[src/rtl/sevseg_pkg.sv]
// Shared types and constants for the seven-segment display slice:
// conversion FSM states, ALU letter codes, active-low segment patterns.
package sevseg_pkg;

   typedef enum logic [1:0] {
      IDLE   = 2'd0,
      SHIFT  = 2'd1,
      COMMIT = 2'd2
   } bcd_state_t;

   localparam logic [3:0] LTR_A = 4'hA;
   localparam logic [3:0] LTR_B = 4'hB;
   localparam logic [3:0] LTR_C = 4'hC;

   localparam logic [6:0] SEG_0     = 7'h40;
   localparam logic [6:0] SEG_1     = 7'h79;
   localparam logic [6:0] SEG_2     = 7'h24;
   localparam logic [6:0] SEG_3     = 7'h30;
   localparam logic [6:0] SEG_4     = 7'h19;
   localparam logic [6:0] SEG_5     = 7'h12;
   localparam logic [6:0] SEG_6     = 7'h02;
   localparam logic [6:0] SEG_7     = 7'h78;
   localparam logic [6:0] SEG_8     = 7'h00;
   localparam logic [6:0] SEG_9     = 7'h10;
   localparam logic [6:0] SEG_A     = 7'h08;
   localparam logic [6:0] SEG_B     = 7'h03;
   localparam logic [6:0] SEG_C     = 7'h46;
   localparam logic [6:0] SEG_BLANK = 7'h7F;

   localparam int unsigned NUM_DIGITS = 4;

   function automatic logic [6:0] digit_seg(input logic [3:0] d);
      logic [6:0] s;
      case (d)
         4'd0:    s = SEG_0;
         4'd1:    s = SEG_1;
         4'd2:    s = SEG_2;
         4'd3:    s = SEG_3;
         4'd4:    s = SEG_4;
         4'd5:    s = SEG_5;
         4'd6:    s = SEG_6;
         4'd7:    s = SEG_7;
         4'd8:    s = SEG_8;
         4'd9:    s = SEG_9;
         default: s = SEG_BLANK;
      endcase
      return s;
   endfunction

   function automatic logic [6:0] letter_seg(input logic [3:0] code);
      logic [6:0] s;
      case (code)
         LTR_A:   s = SEG_A;
         LTR_B:   s = SEG_B;
         LTR_C:   s = SEG_C;
         default: s = SEG_BLANK;
      endcase
      return s;
   endfunction

endpackage

[src/rtl/seven_seg_scan_if.sv]
// ALU-to-display bundle: value and letter code in, multiplexed display out.
interface seven_seg_scan_if;
   logic [7:0] result;
   logic [3:0] m_3;
   logic [6:0] seg;
   logic [3:0] an;
   logic       busy;

   modport master (output result, output m_3, input seg, input an, input busy);
   modport slave  (input result, input m_3, output seg, output an, output busy);
endinterface

[src/rtl/bin2bcd_seq.sv]
// Sequential double-dabble: captures a changed value, runs 8 shift-add-3
// iterations, then commits hundreds/tens/units to the display registers.
module bin2bcd_seq
   import sevseg_pkg::*;
(
   input  logic       clk,
   input  logic       rst,
   input  logic [7:0] result,
   output logic       busy,
   output logic [3:0] hundreds,
   output logic [3:0] tens,
   output logic [3:0] units
);

   bcd_state_t  state;
   logic [7:0]  captured;
   logic [7:0]  shreg;
   logic [11:0] bcd;
   logic [11:0] bcd_adj;
   logic [2:0]  iter;

   always_comb begin
      bcd_adj = bcd;
      for (int unsigned i = 0; i < 3; i++) begin
         if (bcd[4*i +: 4] >= 4'd5)
            bcd_adj[4*i +: 4] = bcd[4*i +: 4] + 4'd3;
      end
   end

   always_ff @(posedge clk or negedge rst) begin
      if (!rst) begin
         state    <= IDLE;
         captured <= '0;
         shreg    <= '0;
         bcd      <= '0;
         iter     <= '0;
         busy     <= 1'b0;
         hundreds <= '0;
         tens     <= '0;
         units    <= '0;
      end else begin
         case (state)
            IDLE: begin
               if (result != captured) begin
                  captured <= result;
                  shreg    <= result;
                  bcd      <= '0;
                  iter     <= '0;
                  busy     <= 1'b1;
                  state    <= SHIFT;
               end
            end
            SHIFT: begin
               // Adjusted BCD and remaining binary bits shift as one word, MSB first.
               {bcd, shreg} <= {bcd_adj[10:0], shreg, 1'b0};
               iter         <= iter + 3'd1;
               if (iter == 3'd7)
                  state <= COMMIT;
            end
            COMMIT: begin
               hundreds <= bcd[11:8];
               tens     <= bcd[7:4];
               units    <= bcd[3:0];
               busy     <= 1'b0;
               state    <= IDLE;
            end
            default: state <= IDLE;
         endcase
      end
   end

endmodule

[src/rtl/seven_seg_scan.sv]
// Four-digit common-anode scan driver: letter digit plus 000-255 decimal.
// Define SEVSEG_LZB_EN to blank leading zeros in hundreds/tens.
module seven_seg_scan
   import sevseg_pkg::*;
#(
   parameter int unsigned REFRESH_DIV = 50000
) (
   input  logic             clk,
   input  logic             rst,
   seven_seg_scan_if.slave  bus
);

   localparam int unsigned CW = (REFRESH_DIV > 2) ? $clog2(REFRESH_DIV) : 1;
   localparam logic [CW-1:0] TERM = CW'(REFRESH_DIV - 1);

   logic [3:0]    hundreds, tens, units;
   logic          busy;
   logic [3:0]    letter;
   logic [CW-1:0] refresh_cnt;
   logic [1:0]    scan_idx;
   logic [6:0]    hund_seg, tens_seg, slot_seg;
   logic [6:0]    seg_q;
   logic [3:0]    an_q;

   bin2bcd_seq u_bcd (
      .clk      (clk),
      .rst      (rst),
      .result   (bus.result),
      .busy     (busy),
      .hundreds (hundreds),
      .tens     (tens),
      .units    (units)
   );

   always_comb begin
      hund_seg = digit_seg(hundreds);
      tens_seg = digit_seg(tens);
`ifdef SEVSEG_LZB_EN
      if (hundreds == 4'd0)
         hund_seg = SEG_BLANK;
      if (hundreds == 4'd0 && tens == 4'd0)
         tens_seg = SEG_BLANK;
`endif
      case (scan_idx)
         2'd0:    slot_seg = digit_seg(units);
         2'd1:    slot_seg = tens_seg;
         2'd2:    slot_seg = hund_seg;
         default: slot_seg = letter_seg(letter);
      endcase
   end

   always_ff @(posedge clk or negedge rst) begin
      if (!rst) begin
         letter      <= '0;
         refresh_cnt <= '0;
         scan_idx    <= '0;
         seg_q       <= SEG_BLANK;
         an_q        <= '1;
      end else begin
         letter <= bus.m_3;
         if (refresh_cnt == TERM) begin
            refresh_cnt <= '0;
            scan_idx    <= scan_idx + 2'd1;
         end else begin
            refresh_cnt <= refresh_cnt + 1'b1;
         end
         // Anode and pattern come from the same index on the same edge.
         seg_q <= slot_seg;
         an_q  <= ~(4'b0001 << scan_idx);
      end
   end

   assign bus.seg  = seg_q;
   assign bus.an   = an_q;
   assign bus.busy = busy;

endmodule

[src/flat_wrapper.sv]
// flat-port wrapper written by rule: the top's interface ports become plain ports
module seven_seg_scan_flat import sevseg_pkg::*;
#(
   parameter int unsigned REFRESH_DIV = 50000
)
  (clk, rst, bus_result, bus_m_3, bus_seg, bus_an, bus_busy);
  seven_seg_scan_if bus_i ();
  input  logic clk;
  input  logic rst;
  input wire logic [$bits(bus_i.result)-1:0] bus_result;
  input wire logic [$bits(bus_i.m_3)-1:0] bus_m_3;
  output wire logic [$bits(bus_i.seg)-1:0] bus_seg;
  output wire logic [$bits(bus_i.an)-1:0] bus_an;
  output wire logic [$bits(bus_i.busy)-1:0] bus_busy;
  assign bus_i.result = bus_result;
  assign bus_i.m_3 = bus_m_3;
  assign bus_seg = bus_i.seg;
  assign bus_an = bus_i.an;
  assign bus_busy = bus_i.busy;
  seven_seg_scan #(.REFRESH_DIV(REFRESH_DIV)) u_core (.clk(clk), .rst(rst), .bus(bus_i));
endmodule
[config.mk]
export PLATFORM = sky130hd
export DESIGN_NAME = seven_seg_scan_flat
export DESIGN_NICKNAME = d
export VERILOG_FILES = /design/src/rtl/sevseg_pkg.sv /design/src/rtl/seven_seg_scan_if.sv /design/src/rtl/bin2bcd_seq.sv /design/src/rtl/seven_seg_scan.sv /design/src/flat_wrapper.sv
export SDC_FILE = /design/constraint.sdc
export NUM_CORES = 1
export LEC_CHECK = 0
export CELL_PAD_IN_SITES_DETAIL_PLACEMENT = 0
export CELL_PAD_IN_SITES_GLOBAL_PLACEMENT = 1
export CORE_MARGIN = 2
export CORE_UTILIZATION = 51
export DETAILED_ROUTE_END_ITERATION = 10
export PLACE_DENSITY_LB_ADDON = 0.12
export SYNTH_ARGS = -nofsm -noshare
export SYNTH_HDL_FRONTEND = slang
export SYNTH_HIERARCHICAL = 1
export SYNTH_SLANG_ARGS = --single-unit
[constraint.sdc]
create_clock -name clk -period 2.7 [get_ports clk]
set_input_delay 0.405 -clock clk [delete_from_list [all_inputs] [get_ports clk]]
set_output_delay 0.405 -clock clk [all_outputs]
set_load 0.01 [all_outputs]
* Yosys cells after proc, flatten, opt, wreduce, memory -nomap -nowiden
Memories as Yosys holds them, arrays and structs flattened. Cells that the tools add are included.
Word-level totals: output and inout port bits 12, memory bits (read-only) 336, memory bits (writable) 0, memories 3, logic and storage cells 65, bits in latches 0, input port bits 14, register bits after elaboration 79
Cells by class: bitwise gates (word level) 1, shifts and indexed selects 1, add/sub/neg operators 6, reductions and logical operators 8, order comparisons 3, mux-type cells 17, multiply operators 0, divide/modulo/power cells 0, eq/ne operators 12
Memory list:
- (no name shown) | words 16, width 7, read ports 1, clocked after Yosys merged registers in 0, wr ports 0, RTL line sevseg_pkg.sv:34 | case (d)
- (no name shown) | words 16, width 7, read ports 1, clocked after Yosys merged registers in 0, wr ports 0, RTL line sevseg_pkg.sv:34
- (no name shown) | words 16, width 7, read ports 1, clocked after Yosys merged registers in 0, wr ports 0, RTL line sevseg_pkg.sv:34
Operators by type and width (number):
- 7-bit case mux with 3 select lines | 2
- 12-bit case mux with 2 select lines | 1
- 16-bit by 1-bit adder with 16-bit output (second input constant) | 1
- 16-bit equality test (second input constant) | 1
- 16-bit 2-to-1 mux | 1
- 8-bit case mux with 2 select lines | 1
- 4-bit equality test (second input constant) | 3
- 4-bit by 3-bit >= comparator with 1-bit output (second input constant) | 3
- 12-bit 2-to-1 mux | 1
- 4-bit by 2-bit adder with 4-bit output (second input constant) | 2
- 4-bit 2-to-1 mux | 2
- 8-bit 2-to-1 mux | 1
- 8-bit != test | 1
- 2-bit AND reduction | 4
- 3-bit 2-to-1 mux | 2
- 3-bit case mux with 2 select lines | 1
- 2-bit by 1-bit equality test with 1-bit output (second input constant) | 2
- 2-bit equality test (second input constant) | 2
- 2-bit zero test | 2
- 2-bit 2-to-1 mux | 2
- 2-bit != test (second input constant) | 2
- 4-bit NOT | 1
- 2-bit case mux with 2 select lines | 1
- 2-bit nonzero test | 2
- other kinds (7) | 7

* Longest topological paths before layout
Gate-level depths: netlist (run 1).
depth in word-level cells 3, gate-level depth with buffers 6

* Modules after synthesis
Netlist (run 1), hierarchy kept.
By module, submodules not included:
- bin2bcd_seq | sequential area each 1151.1 µm², times used 1, area an instance 2143.3 µm², cells an instance 184
- seven_seg_scan | sequential area each 839.6 µm², times used 1, area an instance 2110.8 µm², cells an instance 220

* Worst setup path after synthesis (run 1)
No wires, ideal clock.
path type reg-to-reg, start reg u_core.refresh_cnt[5], end reg u_core.refresh_cnt[9], data arrival time 1.590 ns, setup slack 0.986 ns, stages on the path, launching flop included 5, buffers on the path 0, period minus slack after synthesis 1.714 ns, cells stage by stage dfrtp_1 > or4b_4 > nor4_4 > a21oi_1 > a211o_1
Between the ends: word-level cells in the longest chain between the ends 2
RTL lines:
- start: declaration | RTL line seven_seg_scan.sv:19 | logic [CW-1:0] refresh_cnt;
- start signal: assignment | RTL line seven_seg_scan.sv:65 | refresh_cnt <= refresh_cnt + 1'b1;
- 16-bit by 1-bit adder with 16-bit output / 16-bit equality test (equally long branches) | RTL line seven_seg_scan.sv:65, seven_seg_scan.sv:61
- 16-bit 2-to-1 mux (*) | RTL line seven_seg_scan.sv:61 | if (refresh_cnt == TERM) begin
Every way passes the cells marked *; elsewhere a longest branch is shown, timed or not. A chain may end at the register's enable or synchronous reset.

* Worst setup path after layout (run 1)
start reg u_core.refresh_cnt[4], end reg u_core.refresh_cnt[13]
Same word-level chain as after synthesis.

==> flow_summary.toml, run 1 <==
[run_status]
status = "complete, no violations"

[floorplan]
die-area_um2 = 9090
start_util = 0.523
core_area_um2 = 8130
die_w_um = 95.3
row_count = 33
die_h_um = 95.3
io_pins = 26

[timing]
min_period_ps = 1940
drv_slew = 0
setup_tns_ps = 0
hold_viol_final = 0
hold_slack_ps = 212
rsz0062_at_grt = "no"
tightest_slew_ps = 981
setup_viol = 0
skew_ps = 13.5
max-slew-margin-rel = 0.346
fmax_ghz = 0.515
timing.final.crit_share = 0.718

[power]
vdd_drop_max_mv = 0.614
pwr_density_cell_nw_per_um2 = 968
p_sw_frac = 0.350
seq_power_share = 0.414
p_int_mw = 3.03
power_frac_clock = 0.217
p_switching_mw = 1.63
power_mw = 4.66
power_frac_comb = 0.368
power.leakage_nw = 2.05

[clock_tree]
cts_setup_buffers = 0
clock_sinks = 79
holdBufCountCts = 0
clkSlewWorstSetupHoldPaths_ps = 80
clk_latency_ps = 350
h-tree-depth = 3
cts_made_buffers = 9
clock_path_buffers = 2
root_buffer = "clkbuf_8"
cts_resized = 0
cts_tree = "built"

[routing]
vias_per_cell = 5.48
routedWlPerCell_um = 14.9
ant_nets = 0
vias = 2941
drt-total-wl_mm = 8.02
drcViolationCount = 0
firstDrtPassIters = 4
drtIter0Drc = 122

[worst_setup_path]
crit_family = "simple AND/OR/NAND/NOR gates"
r2r-end = "u_core/refresh_cnt[13]$_DFF_PN0_"
crit_buf_inv = 1
crit_start = "u_core/refresh_cnt[4]$_DFF_PN0_"
critical_path_class = "reg2reg"
path_max_fanout = 8
path_depth = 5
reg2reg_depth = 5
ff2ff_setup_slack_ps = 760
cp-end-kind = "register"
cp-start-kind = "register"
cp.required_ps = 2940
max_stage_delay_ps = 600
r2r-start = "u_core/refresh_cnt[4]$_DFF_PN0_"
crit_end = "u_core/refresh_cnt[13]$_DFF_PN0_"
worstPathArrival_ps = 2180
cpMaxStageDelayCell = "or4b_1"
crit_chain = "or4b_1 > nor4_4 > buf_4 > or4_1 > nand2_1"

[yosys]
yosysSeqAreaShare = 0.468
syn_area_per_cell_um2 = 10.5
synth-seq-cells = 79
ys.warnings.count = 6
synth_cells = 404
synth_edf_count = 0
syn_nets = 450
ys_async_sr_fraction = 1.00
ys_types = 55
syn_area_um2 = 4250
synth_flop_cell = "dfrtp_1"

[placed_design]
io_buffer_count = 25
place_congestion = 0.813
dp_hpwl_mm = 5.46

[cells_and_area]
fin_nets = 473
area_delta_synth_final_pct = 13.2
diodes = 0
final_core_util = 0.592
multiInputGateArea_um2 = 2100
fill_cells = 702
seq_area_um2 = 1990
final_layout_size_suffix_gt1_frac = 0.130

[flow_run]
maxCapViolCount = 0

[grt]
grt-ovfl-total = 0
grt_max_degree = 80
grt_pass1_vias = 2891
grt_usage = 0.197
antenna_found_initial = 0
grt_pass1_wl_mm = 13.9

[hold_path]
hold_path_class = "in2async"
-- power groups by stage --
stage	Clock (mW)	Sequential [mW]	Combinational (mW)
after floorplan	0	1.83	1.36
after global placement	0	1.94	1.67
after detailed placement	0	1.96	1.72
after CTS	1.04	1.93	1.73
after global routing	1.09	2.00	1.96
final	1.01	1.93	1.72
-- metal layers --
layer,vias up,part of all wire,global-route usage,wire (um)
li1,1462,-,-,-
met1,1428,0.47,0.264,3770
met2,42,0.48,0.323,3860
met3,9,0.032,0.0316,254
met4,0,0.016,0.0725,129
met5,-,0,0,0
-- cell families (layout without fill, tap and decap cells) --
group | after synthesis | count (layout) | synth area share
flops | 79 | 79 | 0.468
mux | 23 | 23 | 0.0597
simple gates | 110 | 110 | 0.136
xor+xnor | 28 | 28 | 0.0576
compound gates | 91 | 91 | 0.145
buf+inv | 41 | 69 | 0.0391
fa+ha+maj | 32 | 32 | 0.0941
-- final cells by class --
| cell class | instances | share of cell area |
|---|---|---|
| well taps | 105 | 0.0273 |
| flip-flops and latches | 79 | 0.413 |
| repair buffers | 28 | 0.0561 |
| multi-input cells | 284 | 0.435 |
| inverters | 25 | 0.0195 |
| clock inverters | 3 | 0.0135 |
| clock buffers | 13 | 0.0351 |
-- sequential cells by signal, indices dropped and copies added, names as in the netlist --
| register | flops |
|---|---|
| u_core/refresh_cnt | 16 |
| u_core/u_bcd/bcd | 12 |
| u_core/u_bcd/captured | 8 |
| u_core/u_bcd/shreg | 8 |
| u_core/bus.seg | 7 |
| u_core/bus.an | 4 |
| u_core/letter | 4 |
| u_core/u_bcd/hundreds | 4 |
| u_core/u_bcd/tens | 4 |
| u_core/u_bcd/units | 4 |
| u_core/u_bcd/iter | 3 |
| u_core/scan_idx | 2 |
| u_core/u_bcd/state | 2 |
| u_core/u_bcd/busy | 1 |
-- how the worst min path moves through the flow --
| stage | end | slack (ps) |
|---|---|---|
| after global routing | u_core/u_bcd/bcd[9]$_DFFE_PN0P_ | 310 |
| after floorplan | u_core/letter[0]$_DFF_PN0_ | 110 |
| final | u_core/u_bcd/hundreds[1]$_DFFE_PN0P_ | 210 |
| after global placement | u_core/refresh_cnt[0]$_DFF_PN0_ | 470 |
| after CTS | u_core/u_bcd/hundreds[0]$_DFFE_PN0P_ | 260 |
| after detailed placement | u_core/u_bcd/busy$_DFFE_PN0P_ | 470 |
-- cells in the mapped netlist, types with 2 or more instances --
library cell | instances | area (um^2)
o22ai_1 | 4 | 25.0
dfrtp_1 | 68 | 1700
nor2_1 | 19 | 71.3
xnor2_1 | 21 | 184
nor2b_1 | 4 | 25.0
a221o_1 | 7 | 70.1
o32ai_1 | 2 | 17.5
nand2_1 | 40 | 150
nand4_1 | 4 | 25.0
or4_1 | 2 | 15.0
mux2_2 | 19 | 214
o21bai_1 | 3 | 22.5
o221ai_1 | 7 | 61.3
a31oi_1 | 3 | 18.8
a21oi_1 | 17 | 85.1
ha_1 | 32 | 400
and4_1 | 2 | 17.5
o31ai_1 | 2 | 15.0
o21ai_0 | 31 | 155
a41oi_1 | 2 | 17.5
o2bb2ai_1 | 2 | 17.5
nor4_1 | 2 | 12.5
dfstp_2 | 11 | 289
mux2i_1 | 4 | 40.0
inv_1 | 25 | 93.8
clkbuf_1 | 13 | 48.8
xor2_1 | 7 | 61.3
nor3_1 | 4 | 20.0
and2_1 | 8 | 50.1
nand3_1 | 5 | 25.0
nor4b_1 | 3 | 26.3
nand2b_1 | 8 | 50.1
-- layout by cell type (no fill, tap or decap), drive strengths merged, types with 2 or more instances in the layout --
| cell type | instances |
|---|---|
| nor2b | 4 |
| and2 | 8 |
| ha | 32 |
| nand3 | 5 |
| nand2b | 8 |
| nand2 | 40 |
| o32ai | 2 |
| nand4 | 5 |
| and4 | 2 |
| o21ai | 32 |
| xnor2 | 21 |
| bufinv | 2 |
| nor4b | 3 |
| mux2i | 4 |
| nor3 | 4 |
| o22ai | 4 |
| dfstp | 11 |
| o221ai | 7 |
| o2bb2ai | 2 |
| nor2 | 19 |
| a31oi | 3 |
| nor4 | 3 |
| or4b | 2 |
| clkdlybuf4s50 | 24 |
| clkbuf | 13 |
| o21bai | 3 |
| o31ai | 3 |
| a221o | 7 |
| or4 | 2 |
| mux2 | 19 |
| dfrtp | 68 |
| a21oi | 17 |
| inv | 25 |
| buf | 4 |
| xor2 | 7 |
| a41oi | 2 |
-- per-stage QoR --
step                area, um^2  std cells  worst slack (ps)
finish                    4820        537               760
global route              4820        537               609
CTS                       4820        537               733
detailed placement        4580        521               463
global placement          4580        521               491
floorplan                 4250        404               986
Note: power is estimated with default switching activity, not from simulation.
==> inputs of run 2 (changes only) <==
- CORE_UTILIZATION: 51 -> 47
- clock period: 2.7 -> 1.85 ns (I/O delays scaled with it)
==> run 2 against run 1 <==
Via count is 5.0% higher. Power rose by 46%. First-iteration DRC count up 11%. Sequential power grew 40%. Largest cell class unchanged. Highest routed layer unchanged.
==> flow_summary.toml, run 2 (synthesis gave the netlist of run 1 again) <==
[flow_run]
maxCapViolCount = 0

[routing]
drt-total-wl_mm = 8.13
vias_per_cell = 5.39
firstDrtPassIters = 4
drcViolationCount = 0
routedWlPerCell_um = 14.2
drtIter0Drc = 136
vias = 3088
ant_nets = 0

[hold_path]
hold_path_class = "in2reg"
worstHoldEndpoint = "u_core/letter[2]$_DFF_PN0_"
hold_depth = 1
holdCritStartpoint = "bus_m_3[2]"

[power]
seq_power_share = 0.397
p_switching_mw = 2.38
power.leakage_nw = 2.21
power_frac_comb = 0.406
power_frac_clock = 0.197
power_mw = 6.79
pwr_density_cell_nw_per_um2 = 1340
vdd_drop_max_mv = 0.807
p_sw_frac = 0.351
p_int_mw = 4.40

[cells_and_area]
final_cell_mix = "68 x dfrtp_1, 40 x nand2_1, 35 x buf_4"
fill_cells = 784
final_common_cell = "dfrtp_1"
diodes = 0
final_layout_size_suffix_gt1_frac = 0.194
largest_register = "u_core/refresh_cnt"
fin_nets = 506
largest_reg_flops = 16
area_delta_synth_final_pct = 19.0
top_regs = "u_core/refresh_cnt: 16 flops, u_core/u_bcd/bcd: 12 flops"

[timing]
tightest_slew_ps = 676
fmax_ghz = 0.564
max-slew-margin-rel = 0.547
worst_slack_ps = 76.7
setup_viol = 0
min_period_ps = 1770
drv_slew = 0
rsz0062_at_grt = "yes"
skew_ps = 16.7
hold_viol_final = 0
timing.final.crit_share = 0.959

[placed_design]
io_buffer_count = 25
place_ws_ps = -118
place_congestion = 0.870
dp_hpwl_mm = 5.84

[worst_setup_path]
reg2reg_depth = 4
path_max_fanout = 4
critical_path_class = "reg2reg"
r2r-start = "u_core/refresh_cnt[7]$_DFF_PN0_"
r2r-end = "u_core/refresh_cnt[9]$_DFF_PN0_"
cp-end-kind = "register"
worstPathArrival_ps = 2010
ff2ff_setup_slack_ps = 80
cp-start-kind = "register"
cp.required_ps = 2090

[grt]
grt_usage = 0.185
antenna_found_initial = 0
grt_pass1_vias = 3087
grt_max_degree = 50
grt-ovfl-total = 0
grt_pass1_wl_mm = 14.7

[floorplan]
die-area_um2 = 9830
core_area_um2 = 8760
start_util = 0.485
io_pins = 26
die_h_um = 99.1
row_count = 34
die_w_um = 99.1

[clock_tree]
clock_sinks = 79
clkSlewWorstSetupHoldPaths_ps = 90
h-tree-depth = 3
clk_latency_ps = 350
clock_path_buffers = 2
cts_tree = "built"
cts_made_buffers = 9
root_buffer = "clkbuf_8"

[run_status]
status = "complete, no violations"
run 2: power groups by stage:
stage / Sequential, mW / Clock (mW) / Combinational, mW
final: 2.70 / 1.34 / 2.75
after global routing: 2.79 / 1.47 / 3.14
after CTS: 2.71 / 1.38 / 2.78
after detailed placement: 2.73 / 0 / 2.76
after global placement: 2.72 / 0 / 2.71
after floorplan: 2.67 / 0 / 1.99
run 2: metal layers:
metal	global-route usage	wire (um)
met1	0.254	3950
met2	0.293	3850
met3	0.0309	246
met4	0.0790	87
met5	0	0
run 2: cell type report:
| type | count | area (um^2) | share of cell area |
|---|---|---|---|
| Clock buffer | 12 | 155 | 0.0306 |
| Inverter | 25 | 93.8 | 0.0185 |
| Multi-Input combinational cell | 284 | 2100 | 0.415 |
| Tap cell | 108 | 135 | 0.0267 |
| Timing Repair Buffer | 61 | 533 | 0.105 |
| Sequential cell | 79 | 1990 | 0.393 |
| Clock inverter | 4 | 52.6 | 0.0104 |
run 2: metrics by stage:
stage	std cells	setup TNS [ps]	hold slack [ps]	utilization	instance area [um^2]
floorplan	404	0	-18.1	-	4250
global placement	556	-610	241	0.552	4840
detailed placement	556	-1350	250	0.552	4840
CTS	573	0	339	0.577	5060
global route	573	-17.6	342	0.578	5060
finish	573	0	357	0.578	5060
run 2: repair_timing:
| item | 4_1_cts | 5_1_grt |
|---|---|---|
| endpoints found under the setup margin | 0 | 14 |
| resized for setup | 0 | 2 |
| hold endpoints to repair | 19 | 0 |
| hold buffers | 1 | 0 |
| buffers inserted | 0 | 0 |
run 2: worst max-delay path, stage by stage, from the launching register on:
cell and delay, ps:
dfrtp_1 390, or4b_4 550, nor4_4 360, a21oi_1 80, a211o_1 290
run 2: worst max path at each step:
stage | from | to | slack, ps | cells after the start
after floorplan | u_core/refresh_cnt[5]$_DFF_PN0_ | u_core/refresh_cnt[9]$_DFF_PN0_ | 140 | 4
after global placement | bus_result[7] | u_core/u_bcd/captured[0]$_DFFE_PN0P_ | -60 | 6
after detailed placement | bus_result[1] | u_core/u_bcd/captured[2]$_DFFE_PN0P_ | -120 | 6
after CTS | u_core/refresh_cnt[5]$_DFF_PN0_ | u_core/refresh_cnt[9]$_DFF_PN0_ | 70 | 4
after global routing | u_core/refresh_cnt[7]$_DFF_PN0_ | u_core/refresh_cnt[9]$_DFF_PN0_ | -20 | 4
final | u_core/refresh_cnt[7]$_DFF_PN0_ | u_core/refresh_cnt[9]$_DFF_PN0_ | 80 | 4
